### src/rtl/alu_adder_flags.sv
// alu_adder_flags
//   Two-stage add-with-carry unit with a persistent {Z,N,C,V} flag register
//   and a small result queue.
//
//   Stage p0 (accept): LHSIn, CarrySelect and FlagWrite are captured when
//   in_valid && in_ready. The matching RHSIn arrives one cycle later from
//   an external register, so it is consumed directly in stage p1.
//   Stage p1 (execute): {c,R} = LHS + RHSIn + cin. The flag register is
//   optionally updated. {R, post-op flags} is pushed into the queue.
//
// Ports
//   clk          clock, all state on the rising edge
//   reset_n      synchronous active-low reset
//   in_valid     op offered
//   in_ready     op accepted when in_valid && in_ready
//   LHSIn        left operand (accept cycle)
//   RHSIn        right operand (cycle after accept)
//   CarrySelect  00=0, 01=1, 10=C, 11=~C
//   FlagWrite    op updates the flag register
//   ResultOut    result at queue head (0 when empty)
//   FlagsOut     {Z,N,C,V} for the head entry (0 when empty)
//   out_valid    queue non-empty
//   out_ready    head popped when out_valid && out_ready
module alu_adder_flags #(
  parameter int WIDTH  = 8,
  parameter int QDEPTH = 3
) (
  input  logic             clk,
  input  logic             reset_n,
  input  logic             in_valid,
  output logic             in_ready,
  input  logic [WIDTH-1:0] LHSIn,
  input  logic [WIDTH-1:0] RHSIn,
  input  logic [1:0]       CarrySelect,
  input  logic             FlagWrite,
  output logic [WIDTH-1:0] ResultOut,
  output logic [3:0]       FlagsOut,
  output logic             out_valid,
  input  logic             out_ready
);

  localparam int PW = $clog2(QDEPTH);
  localparam int CW = $clog2(QDEPTH + 1);

  function automatic logic carry_in(input logic [1:0] sel, input logic c);
    logic r;
    case (sel)
      2'b00:   r = 1'b0;
      2'b01:   r = 1'b1;
      2'b10:   r = c;
      default: r = ~c;
    endcase
    return r;
  endfunction

  // {Z,N,C,V}; V is signed overflow: operands agree in sign, result differs.
  function automatic logic [3:0] calc_flags(input logic [WIDTH-1:0] a,
                                            input logic [WIDTH-1:0] b,
                                            input logic [WIDTH:0]   s);
    logic z, n, c, v;
    z = (s[WIDTH-1:0] == '0);
    n = s[WIDTH-1];
    c = s[WIDTH];
    v = (a[WIDTH-1] == b[WIDTH-1]) && (s[WIDTH-1] != a[WIDTH-1]);
    return {z, n, c, v};
  endfunction

  function automatic logic [PW-1:0] ptr_inc(input logic [PW-1:0] p);
    return (p == PW'(QDEPTH - 1)) ? '0 : p + 1'b1;
  endfunction

  logic             acc_p0;
  logic             vld_p1;
  logic [WIDTH-1:0] lhs_p1;
  logic [1:0]       csel_p1;
  logic             fwr_p1;
  logic             cin_p1;
  logic [WIDTH:0]   sum_p1;
  logic [3:0]       flags_new_p1;
  logic [3:0]       flags_post_p1;
  logic [3:0]       flag_r;

  logic [WIDTH-1:0] mem_res [QDEPTH];
  logic [3:0]       mem_flg [QDEPTH];
  logic [PW-1:0]    wr_ptr;
  logic [PW-1:0]    rd_ptr;
  logic [CW-1:0]    count;
  logic [CW:0]      occ;
  logic             push;
  logic             pop;

  // ---- stage p0: accept ----
  // Occupancy counts the op in p1 as already queued; a same-cycle pop is
  // deliberately ignored so a push can never find the queue full.
  assign occ      = {1'b0, count} + {{CW{1'b0}}, vld_p1};
  assign in_ready = (occ <= (CW+1)'(QDEPTH - 1));
  assign acc_p0   = in_valid && in_ready;

  always_ff @(posedge clk) begin
    if (!reset_n) vld_p1 <= 1'b0;
    else          vld_p1 <= acc_p0;
  end

  always_ff @(posedge clk) begin
    if (acc_p0) begin
      lhs_p1  <= LHSIn;
      csel_p1 <= CarrySelect;
      fwr_p1  <= FlagWrite;
    end
  end

  // ---- stage p1: execute, flag update, queue push ----
  assign cin_p1        = carry_in(csel_p1, flag_r[1]);
  assign sum_p1        = {1'b0, lhs_p1} + {1'b0, RHSIn} + {{WIDTH{1'b0}}, cin_p1};
  assign flags_new_p1  = calc_flags(lhs_p1, RHSIn, sum_p1);
  assign flags_post_p1 = fwr_p1 ? flags_new_p1 : flag_r;

  always_ff @(posedge clk) begin
    if (!reset_n)              flag_r <= '0;
    else if (vld_p1 && fwr_p1) flag_r <= flags_new_p1;
  end

  assign push = vld_p1;
  assign pop  = out_valid && out_ready;

  always_ff @(posedge clk) begin
    if (push) begin
      mem_res[wr_ptr] <= sum_p1[WIDTH-1:0];
      mem_flg[wr_ptr] <= flags_post_p1;
    end
  end

  always_ff @(posedge clk) begin
    if (!reset_n) begin
      wr_ptr <= '0;
      rd_ptr <= '0;
      count  <= '0;
    end else begin
      if (push) wr_ptr <= ptr_inc(wr_ptr);
      if (pop)  rd_ptr <= ptr_inc(rd_ptr);
      case ({push, pop})
        2'b10:   count <= count + 1'b1;
        2'b01:   count <= count - 1'b1;
        default: count <= count;
      endcase
    end
  end

  // ---- queue head ----
  assign out_valid = (count != '0);
  assign ResultOut = out_valid ? mem_res[rd_ptr] : '0;
  assign FlagsOut  = out_valid ? mem_flg[rd_ptr] : '0;

endmodule

### config.mk
export PLATFORM = sky130hd
export DESIGN_NAME = alu_adder_flags
export DESIGN_NICKNAME = d
export VERILOG_FILES = /design/src/rtl/alu_adder_flags.sv
export SDC_FILE = /design/constraint.sdc
export NUM_CORES = 1
export LEC_CHECK = 0
export BUFFER_PORTS_ARGS = -buffer_cell sky130_fd_sc_hd__buf_2
export CORE_AREA = 2 2 108 110
export CTS_BUF_LIST = sky130_fd_sc_hd__clkbuf_16
export CTS_CLUSTER_SIZE = 20
export DETAILED_ROUTE_END_ITERATION = 10
export DIE_AREA = 0 0 110 112
export HOLD_SLACK_MARGIN = 0.1
export PLACE_DENSITY = 0.38
export SLEW_MARGIN = 30
export SYNTH_ARGS = -nofsm -noshare
export SYNTH_HDL_FRONTEND = slang
export SYNTH_SLANG_ARGS = --single-unit
export TNS_END_PERCENT = 1
### constraint.sdc
create_clock -name clk -period 4.45 [get_ports clk]
set_clock_uncertainty 0.1 [all_clocks]
set_input_delay 1.335 -clock clk [delete_from_list [all_inputs] [get_ports clk]]
set_output_delay 1.335 -clock clk [all_outputs]
set_load 0.02 [all_outputs]
==> out/qor.yml, run 1 <==
yosysTopAreaCellShare_pct: 51.79
coreArea_um2: 11170
hold_violations: 0
initial_core_util_pct: 24.39
yosys_warnings: 0
die_area_um2: 12320
ys_seq_area_share_pct: 61.34
fin_crit_sh_pct: 79.76
num_vias: 1706
io_buffers: 36
cts_setup_buffers: 0
cts.sinks: 60
leakage_uw: 0.001294
utilization_pct: 30.06
timing.rr.start: "flag_r[1]"
grtUsageTotal_pct: 9.578
antenna_found_initial: 0
clkSlewWorstSetupHoldPaths_ns: 0.05
syn_inst: 224
grt_overflow_total: 0
n_antenna_cell: 0
synth_area_per_cell_um2: 12.17
fmax_mhz: 281.8
cts.path.max_buffers: 2
drc: 0
die-height_um: 112
rsz0062_at_grt: "no"
drt_iter0_markers: 61
wl_per_cell_um: 12.66
min_from: "flag_r[2]"
holdBufCountCts: 0
ant_nets: 0
synth.ff_latch_count: 60
setup_slack_ns: 0.9008
maxCapViolCount: 0
synthToLayoutAreaGrowth_pct: 23.28
dpl.hpwl_mm: 3.788
worst_pin_slew_ns: 0.7946
vias_per_cell: 4.081
grt_pass1_wl_mm: 8.763
synth_nets: 260
worstSetupEndpointType: "register"
finalWeightedCongestion: 0.6731
die_w_um: 110
ios: 37
maxSlewHeadroom_pct: 46.95
cts-root-buf: "clkbuf_16"
setup_violations: 0
status: "complete, no violations"
netlist_area_um2: 2725
cts_tree: "done"
pre_cts_ws_ns: 0.5527
firstDrtPassIters: 4
dpl_cell_area_um2: 3098
fp-row-count: 39
synth.largest_area_cell: "edfxtp_1"
worst-path-max-fanout: 3
routed_wl_mm: 5.293
grt_pass1_vias: 1703
drive_gt1_share_pct: 21.45
critPathLaunch: "RHSIn[0]"
cts-resized-gates: 0
finalInstanceArea_um2: 3359
worstPathArrival_ns: 3.55
worst_ir_drop_vdd_mv: 0.1713
start_kind: "input pin"
tns_ns: 0
period_needed_ns: 3.549
p_per_area_nw_per_um2: 563.8
grt_max_degree: 25
required_ns: 4.45
synthTopCellsByArea: "edfxtp_1 (52%), dfxtp_1 (9.6%), ha_1 (5.1%), nor2_1 (4.5%), mux2i_1 (4.4%)"
cts_max_level: 3
clk_latency_ns: 0.32
fillCellCount: 1153
cts_buffers: 9
hold_path_class: "reg2reg"
slew_viol_final: 0
synth.distinct_cells: 38
criticalPathCategory: "in2reg"
fin_nets: 306
-- cells in the mapped netlist --
cell type and number:
or3_1 2, clkbuf_1 4, a22o_1 1, a21oi_1 18, mux2_2 1, fa_1 2
o21ai_0 5, a21o_1 4, o21ai_1 1, nand3_1 3, buf_1 1, a2111o_1 2
dfxtp_1 13, or2_1 1, nand2b_1 1, nand2_1 13, xnor2_1 6, mux2i_1 12
nor3_1 2, and3_1 2, a21boi_0 3, o31ai_2 1, nor2b_1 3, nor2_1 33
ha_1 11, o21a_1 1, a31oi_1 2, nor4b_1 1, or3_2 1, inv_1 12
o31ai_1 3, edfxtp_1 47, xor2_1 1, a211oi_4 1, and2_2 1, a211oi_1 3
o21bai_1 2, and2_1 4
-- routing by layer --
layer	global-route usage, %	up-vias	wire [um]
met4	4.557	0	74
li1	-	905	-
met2	14.11	33	2380
met5	0	-	0
met3	2.518	7	232
met1	12.97	761	2606
-- power by group --
part,internal (uW),switching (uW)
Clock,367,229
Sequential,705,54.7
Combinational,207,331
Total,1280,615
-- path summary, 6_finish.rpt --
kind              slack, ns  cells past startpoint             to
hold / removal         0.36                      2      flag_r[2]
setup reg to reg       1.37                     10  mem_flg[2][3]
hold reg to reg        0.36                      2      flag_r[2]
setup / recovery       0.90                      9  mem_flg[2][3]
-- through the flow --
step	hold WS, ns	power, uW	instances
4_1_cts	0.3678	1933	418
5_1_grt	0.4035	2028	418
2_1_floorplan	0.3410	1147	224
3_3_place_gp	0.3510	1320	402
3_5_place_dp	0.3614	1325	402
6_report	0.3631	1894	418
-- kinds of logic after synthesis --
logic type | share of synthesized area [%]
muxes | 4.821
adders and majority gates | 6.520
DFF | 61.34
AOI/OAI and AO/OA | 11.62
xor gates and xnor gates | 2.250
and+or+nand+nor | 11.11
buffers and inverters | 2.341
-- worst max-delay path: stages --
cell and delay, ns:
buf_2 0.11, fa_1 0.48, inv_1 0.10, fa_1 0.20, nand2b_1 0.13, a211oi_1 0.10
or3_1 0.33, a2111o_1 0.45, o31ai_1 0.31
-- cell usage in the layout, fill, tap and decap left out, types with 2 or more instances in the layout --
| cell type | Yosys | final |
|---|---|---|
| edfxtp_1 | 47 | 47 |
| buf_2 | 0 | 36 |
| nor2_1 | 33 | 32 |
| a21oi_1 | 18 | 18 |
| inv_1 | 12 | 14 |
| nand2_1 | 13 | 13 |
| dfxtp_1 | 13 | 13 |
| mux2i_1 | 12 | 12 |
| ha_1 | 11 | 11 |
| clkbuf_16 | 0 | 9 |
| xnor2_1 | 6 | 6 |
| o21ai_0 | 5 | 5 |
| and2_1 | 4 | 4 |
| a21o_1 | 4 | 4 |
| buf_4 | 0 | 4 |
| nand3_1 | 3 | 3 |
| a211oi_1 | 3 | 3 |
| o31ai_1 | 3 | 3 |
| a21boi_0 | 3 | 3 |
| nor2b_1 | 3 | 3 |
| and3_1 | 2 | 2 |
| or3_1 | 2 | 2 |
| o21bai_1 | 2 | 2 |
| a31oi_1 | 2 | 2 |
| nor3_1 | 2 | 2 |
| a2111o_1 | 2 | 2 |
| fa_1 | 2 | 2 |
| clkinv_2 | 0 | 2 |
| clkinvlp_4 | 0 | 2 |
-- registers in the layout, summed over array words and instances (netlist names), named ones only --
signal   cells
count        2
csel_p1      2
flag_r       4
fwr_p1       1
lhs_p1       8
mem_flg     12
mem_res     24
push         1
rd_ptr       2
wr_ptr       2
-- area by class of cell --
| cell class | count | area (um2) | share of cell area, % |
|---|---|---|---|
| clock buffers | 9 | 225.2 | 6.704 |
| inverters | 12 | 45.04 | 1.341 |
| repair buffers | 40 | 210.2 | 6.257 |
| multi-input cells | 147 | 992.2 | 29.53 |
| well taps | 143 | 178.9 | 5.326 |
| clock inverters | 7 | 36.28 | 1.080 |
| flip-flops and latches | 60 | 1672 | 49.76 |
Power figures use the tool's default switching activity.
==> run 2: changes to the inputs <==
--- a/config.mk
+++ b/config.mk
@@ -12,7 +12,7 @@
 export DETAILED_ROUTE_END_ITERATION = 10
 export DIE_AREA = 0 0 110 112
 export HOLD_SLACK_MARGIN = 0.1
-export PLACE_DENSITY = 0.38
+export PLACE_DENSITY = 0.39
 export SLEW_MARGIN = 30
 export SYNTH_ARGS = -nofsm -noshare
 export SYNTH_HDL_FRONTEND = slang
==> constraint.sdc (replaced) <==
create_clock -name clk -period 2.9 [get_ports clk]
set_clock_uncertainty 0.1 [all_clocks]
set_input_delay 0.87 -clock clk [delete_from_list [all_inputs] [get_ports clk]]
set_output_delay 0.87 -clock clk [all_outputs]
set_load 0.02 [all_outputs]
==> run 2 against run 1 <==
  * Total power is 69% higher
  * Cell count is 4.3% higher
  * Non-clock buffer count is 18 higher
  * Cell area is 6.6% higher
  * Via count is 4.5% higher
  * Flip-flop and latch count stayed put
  * Setup slack worse by 0.86 ns
  * Sequential share of layout area is 3.0 points lower
==> out/qor.yml, run 2 (synthesis gave the netlist of run 1 again) <==
worst-path-max-fanout: 3  # unchanged
finalWeightedCongestion: 0.7057  # +4.8%
leakage_uw: 0.001416  # +9.4%
power_frac_comb_pct: 30.2  # +1.8 points
firstDrtPassIters: 4  # unchanged
crit_family: "compound AO/OA/AOI/OAI gates"
clkSlewWorstSetupHoldPaths_ns: 0.05  # about the same
wl_per_cell_um: 12.39  # -2.2%
ios: 37  # unchanged
cts-root-buf: "clkbuf_16"
dpl.hpwl_mm: 3.858  # +1.8%
start_kind: "input pin"
final_cell_mix: "edfxtp_1 (47), buf_2 (36), nor2_1 (33)"
fin_crit_sh_pct: 98.64
die-height_um: 112  # unchanged
hold_violations: 0  # unchanged
hold_path_class: "reg2reg"
setup_violations: 0  # unchanged
p_per_area_nw_per_um2: 892.1  # +58%
path_cells: "buf_2, fa_2, buf_4, a211oi_4, o21bai_1, a2111o_1, a2111o_1, o31ai_4"
io_buffers: 36  # unchanged
grt_max_degree: 25  # unchanged
largest_reg_flops: 24  # unchanged
hold_slack_ns: 0.3648  # +0.001734 ns
cts_tree: "done"
vias_per_cell: 4.089  # +0.20%
coreArea_um2: 11170  # unchanged
ant_nets: 0  # unchanged
drive_gt1_share_pct: 28.67  # +7.2 points
final_cell_count_no_fill: 436  # +4.3%
fp-row-count: 39  # unchanged
worstSetupEndpointType: "register"
final_common_cell: "edfxtp_1"
rsz0062_at_grt: "yes"
grt_pass1_vias: 1802  # +5.8%
p_int_uw: 2223  # +74%
pre_cts_ws_ns: -0.3186  # -0.8713 ns
clk_latency_ns: 0.32  # about the same
drc: 0  # unchanged
slew_viol_final: 0  # unchanged
switchingPower_uw: 970.8  # +58%
cp_slowest_cell: "a2111o_1"
status: "complete, no violations"
holdBufCountCts: 0  # unchanged
maxSlewHeadroom_pct: 63.58  # +17 points
fmax_mhz: 349.6
n_antenna_cell: 0  # unchanged
maxCapViolCount: 0  # unchanged
clkPwrFrac_pct: 34.3  # +2.8 points
tns_ns: 0  # unchanged
fin_nets: 324  # +5.9%
grtUsageTotal_pct: 9.705  # +0.13 points
worst_ir_drop_vdd_mv: 0.2978  # +74%
critPathLaunch: "RHSIn[0]"
worst_pin_slew_ns: 0.5424  # -0.2522 ns
num_vias: 1783  # +4.5%
crit_top_cell: "a2111o_1"
die_w_um: 110  # unchanged
grt_pass1_wl_mm: 8.963  # +2.3%
initial_core_util_pct: 24.39  # unchanged
antenna_found_initial: 0  # unchanged
cts_buffers: 9  # unchanged
synthToLayoutAreaGrowth_pct: 31.36
min_from: "flag_r[0]"
cts_max_level: 3  # unchanged
routed_wl_mm: 5.402  # +2.1%
power_frac_seq_pct: 35.5  # -4.6 points
fillCellCount: 1148  # -0.43%
worst-path-buf-inv: 2  # unchanged
cts.path.max_buffers: 2  # unchanged
required_ns: 2.94  # -1.51 ns
swShare_pct: 30.40  # -2.1 points
period_needed_ns: 2.860
top_regs: "mem_res (24), mem_flg (12), lhs_p1 (8)"
dp_cells: 419  # +4.2%
setup_slack_ns: 0.03951  # -0.8613 ns
criticalPathCategory: "in2reg"
die_area_um2: 12320  # unchanged
worstPathArrival_ns: 2.90  # -0.65 ns
drt_iter0_markers: 65  # +6.6%
cts.sinks: 60  # unchanged
timing.rr.start: "csel_p1[1]"
max_stage_delay_ns: 0.42  # -0.06 ns
largest-register: "mem_res"
grt_overflow_total: 0  # unchanged
-- run 2: layout make-up --
type	instances	area (um2)	share of cell area, %
multi-input cells	147	1031	28.80
repair buffers	58	345.3	9.647
clock inverters	7	81.33	2.272
clock buffers	9	225.2	6.292
inverters	12	45.04	1.258
flip-flops and latches	60	1673	46.73
well taps	143	178.9	4.998
-- run 2: routing by layer --
layer / track usage, % / share of wire (%) / up-vias
li1: - / - / 940
met1: 12.63 / 50 / 798
met2: 14.76 / 44 / 37
met3: 2.927 / 4.5 / 8
met4: 4.304 / 1.7 / 0
met5: 0 / 0 / -
-- run 2: worst register-to-register path, cell delays in order (launching register included) --
cell	delay, ns
edfxtp_1	0.37
nand2_2	0.11
xnor2_2	0.09
fa_2	0.40
buf_4	0.15
a211oi_4	0.21
o21bai_1	0.12
a2111o_1	0.42
a2111o_1	0.41
o31ai_4	0.28
-- run 2: final timing paths --
check             cells after the start       endpoint  slack (ns)
setup / recovery                      8  mem_flg[2][3]        0.04
hold / removal                        2      flag_r[0]        0.36
setup reg to reg                      9  mem_flg[2][3]        0.05
hold reg to reg                       2      flag_r[0]        0.36
-- run 2: power groups by stage --
stage | registers [uW] | logic (uW) | clock network, uW
finish | 1130 | 966 | 1090
global route | 1140 | 1100 | 1160
CTS | 1130 | 990 | 1120
detailed placement | 1150 | 974 | 0
global placement | 1150 | 966 | 0
floorplan | 1140 | 624 | 0
-- run 2: per-stage QoR --
| stage | area (um2) | power (uW) | utilization, % |
|---|---|---|---|
| 6_report | 3580 | 3193 | 32.03 |
| 5_1_grt | 3580 | 3405 | 32.03 |
| 4_1_cts | 3571 | 3246 | 31.96 |
| 3_5_place_dp | 3236 | 2124 | 28.96 |
| 3_3_place_gp | 3236 | 2114 | 28.96 |
| 2_1_floorplan | 2738 | 1765 | - |
-- run 2: what timing repair did --
item	4_1_cts	5_1_grt
endpoints found under the setup margin	4	3
setup buffers	1	0
pin swaps	5	0
resized for setup	6	1
==> run 3: changes to the inputs <==
--- a/config.mk
+++ b/config.mk
@@ -5,12 +5,13 @@
 export SDC_FILE = /design/constraint.sdc
 export NUM_CORES = 1
 export LEC_CHECK = 0
+export ABC_AREA = 1
 export BUFFER_PORTS_ARGS = -buffer_cell sky130_fd_sc_hd__buf_2
-export CORE_AREA = 2 2 108 110
+export CORE_AREA = 2 2 111 113
 export CTS_BUF_LIST = sky130_fd_sc_hd__clkbuf_16
 export CTS_CLUSTER_SIZE = 20
 export DETAILED_ROUTE_END_ITERATION = 10
-export DIE_AREA = 0 0 110 112
+export DIE_AREA = 0 0 113 115
 export HOLD_SLACK_MARGIN = 0.1
 export PLACE_DENSITY = 0.39
 export SLEW_MARGIN = 30
==> run 3 against run 2 <==
  * Cell area is 0.56% lower
  * Sequential share of layout area is 0.26 points higher
  * Combinational power is 36% lower
  * Synthesized cell count is 23% higher
  * The run now ends with DRC left
  * Flip-flop and latch count stayed put
  * Clock power is 15% lower
==> out/qor.yml, run 3 <==
seqCellArea_um2: 1673  # unchanged
tns_ns: 0  # unchanged
cts-root-buf: "clkbuf_16"
synth.ff_latch_count: 60  # unchanged
worstSetupEndpointType: "primary output"
grt_pass1_wl_mm: 9.597  # +7.1%
die_area_um2: 13000  # +5.5%
clkSlewWorstSetupHoldPaths_ns: 0.05  # about the same
cts.sinks: 60  # unchanged
ios: 37  # unchanged
status: "finished, violations left"
cts_max_level: 3  # unchanged
drt_iter0_markers: 98  # +51%
synth_edf_count: 47  # unchanged
num_vias: 1955  # +9.6%
leakage_uw: 0.001629  # +15%
async_reset_ff_share_pct: 0  # unchanged
io_buffers: 36  # unchanged
clk_latency_ns: 0.32  # about the same
slew_viol_final: 0  # unchanged
worst-path-max-fanout: 7  # +4
largest_reg_flops: 24  # unchanged
worstPathArrival_ns: 1.66  # -1.24 ns
firstDrtPassIters: 7  # +3
antenna_found_initial: 0  # unchanged
synth.largest_area_cell: "edfxtp_1"
grtUsageTotal_pct: 9.750  # +0.045 points
criticalPathCategory: "reg2out"
worst_pin_slew_ns: 0.4309  # -0.1115 ns
worst-r2r-setup-slack_ns: 0.45  # +0.40 ns
cts_tree: "done"
synth_most_common_cell: "inv_1"
n_antenna_cell: 0  # unchanged
synthToLayoutAreaGrowth_pct: 22.89
drive_gt1_share_pct: 28.79  # +0.12 points
drc: 6  # +6
grt_pass1_vias: 1906  # +5.8%
syn_inst: 275  # +23%
final_common_cell: "inv_1"
finalWeightedCongestion: 0.7222  # +2.3%
required_ns: 1.93  # -1.01 ns
pre_cts_ws_ns: 0.06661  # +0.3852 ns
vias_per_cell: 4.099  # +0.22%
wl_per_cell_um: 12.09  # -2.4%
hold_violations: 0  # unchanged
netlist_area_um2: 2897  # +6.3%
routed_wl_mm: 5.769  # +6.8%
p_per_area_nw_per_um2: 736.2  # -17%
die-height_um: 115  # +2.7%
top_regs: "mem_res (24), mem_flg (12), lhs_p1 (8)"
maxSlewHeadroom_pct: 70.97  # +7.4 points
synthTopCellsByArea: "edfxtp_1 (49%), dfxtp_1 (9.0%), inv_1 (7.9%), ha_1 (4.8%), mux2_2 (4.7%)"
grt_max_degree: 15  # -40%
ys_seq_area_share_pct: 57.71  # -3.6 points
ant_nets: 0  # unchanged
yosys_warnings: 0  # unchanged
final_cell_mix: "inv_1 (62), edfxtp_1 (47), buf_2 (36)"
rsz0062_at_grt: "no"
violations: "DRC"
synth.distinct_cells: 32  # -16%
hold_path_class: "reg2reg"
fp-row-count: 40  # +2.6%
fin_nets: 361  # +11%
worst_ir_drop_vdd_mv: 0.2821  # -5.2%
fin_crit_sh_pct: 90.86  # -7.8 points
synth_area_per_cell_um2: 10.53  # -13%
fmax_mhz: 379.5  # +8.6%
period_needed_ns: 2.635  # -0.2257 ns
utilization_pct: 30.14  # -1.9 points
synth_nets: 311  # +20%
cts.path.max_buffers: 2  # unchanged
dominantRegCellSynth: "edfxtp_1"
maxCapViolCount: 0  # unchanged
power_uw: 2621  # -18%
dp_cells: 461  # +10%
start_kind: "register"
die_w_um: 113  # +2.7%
setup_slack_ns: 0.2652  # +0.2257 ns
dpl.hpwl_mm: 4.167  # +8.0%
cts_buffers: 9  # unchanged
netlist_top_cells_count: "inv_1 (61), edfxtp_1 (47), nand2_1 (28)"
setup_violations: 0  # unchanged
multi_input_area_um2: 975.9  # -5.3%
largest-register: "mem_res"
yosysTopAreaCellShare_pct: 48.73  # -3.1 points
fillCellCount: 1238  # +7.8%
grt_overflow_total: 0  # unchanged
initial_core_util_pct: 24.52  # +0.14 points
coreArea_um2: 11810  # +5.7%
final_cell_count_no_fill: 477  # +9.4%
run 3: layout make-up:
type	count	share of cell area, %
flip-flops and latches	60	46.99
inverters	62	6.538
repair buffers	43	6.538
clock inverters	7	1.019
multi-input cells	149	27.42
clock buffers	9	6.327
well taps	147	5.167
run 3: worst paths after layout:
kind                                 start            end  depth (start not counted)
worst max-delay path              register   ResultOut[0]                          5
worst max register to register  csel_p1[0]  mem_flg[0][3]                         12
worst min register to register    count[1]       count[1]                          1
worst min-delay path              count[1]       count[1]                          1
run 3: critical path, cell delays in order (launching register included):
cell and delay (ns):
dfxtp_2 0.41, buf_4 0.21, mux2_2 0.34, o21ai_0 0.17
inv_1 0.06, buf_2 0.16
run 3: repair_timing:
item | in CTS | in global routing
hold buffers | 0 | 0
setup endpoints to repair | 0 | 1
setup buffers | 0 | 0
gates resized for setup | 0 | 1
run 3: cell families after synthesis:
kind of cell / after synthesis / share of synthesized area, %
AO/OA/AOI/OAI: 54 / 10.45
XOR/XNOR: 2 / 0.6049
adder cells (fa/ha/maj): 13 / 6.134
AND/OR/NAND/NOR: 68 / 11.84
buffers and inverters: 66 / 8.596
multiplexers: 12 / 4.665
flip-flops: 60 / 57.71
run 3: layer usage:
metal | track usage, % | wire length [um] | up-vias
li1 | - | - | 1012
met1 | 12.93 | 2843 | 892
met2 | 15.17 | 2570 | 40
met3 | 2.214 | 227 | 11
met4 | 4.634 | 127 | 0
met5 | 0 | 0 | -
run 3: report_power, final:
part | internal (uW) | switching [uW] | leakage, uW
clock | 564 | 361 | 0.000127
sequential | 1040 | 41.8 | 0.000543
combinational | 230 | 388 | 0.000959
run 3: metrics by stage:
| stage | hold WS (ns) | cell area [um2] |
|---|---|---|
| floorplan | 0.3588 | 2897 |
| global placement | 0.3875 | 3297 |
| detailed placement | 0.3856 | 3297 |
| CTS | 0.3967 | 3558 |
| global route | 0.4271 | 3560 |
| finish | 0.3941 | 3560 |
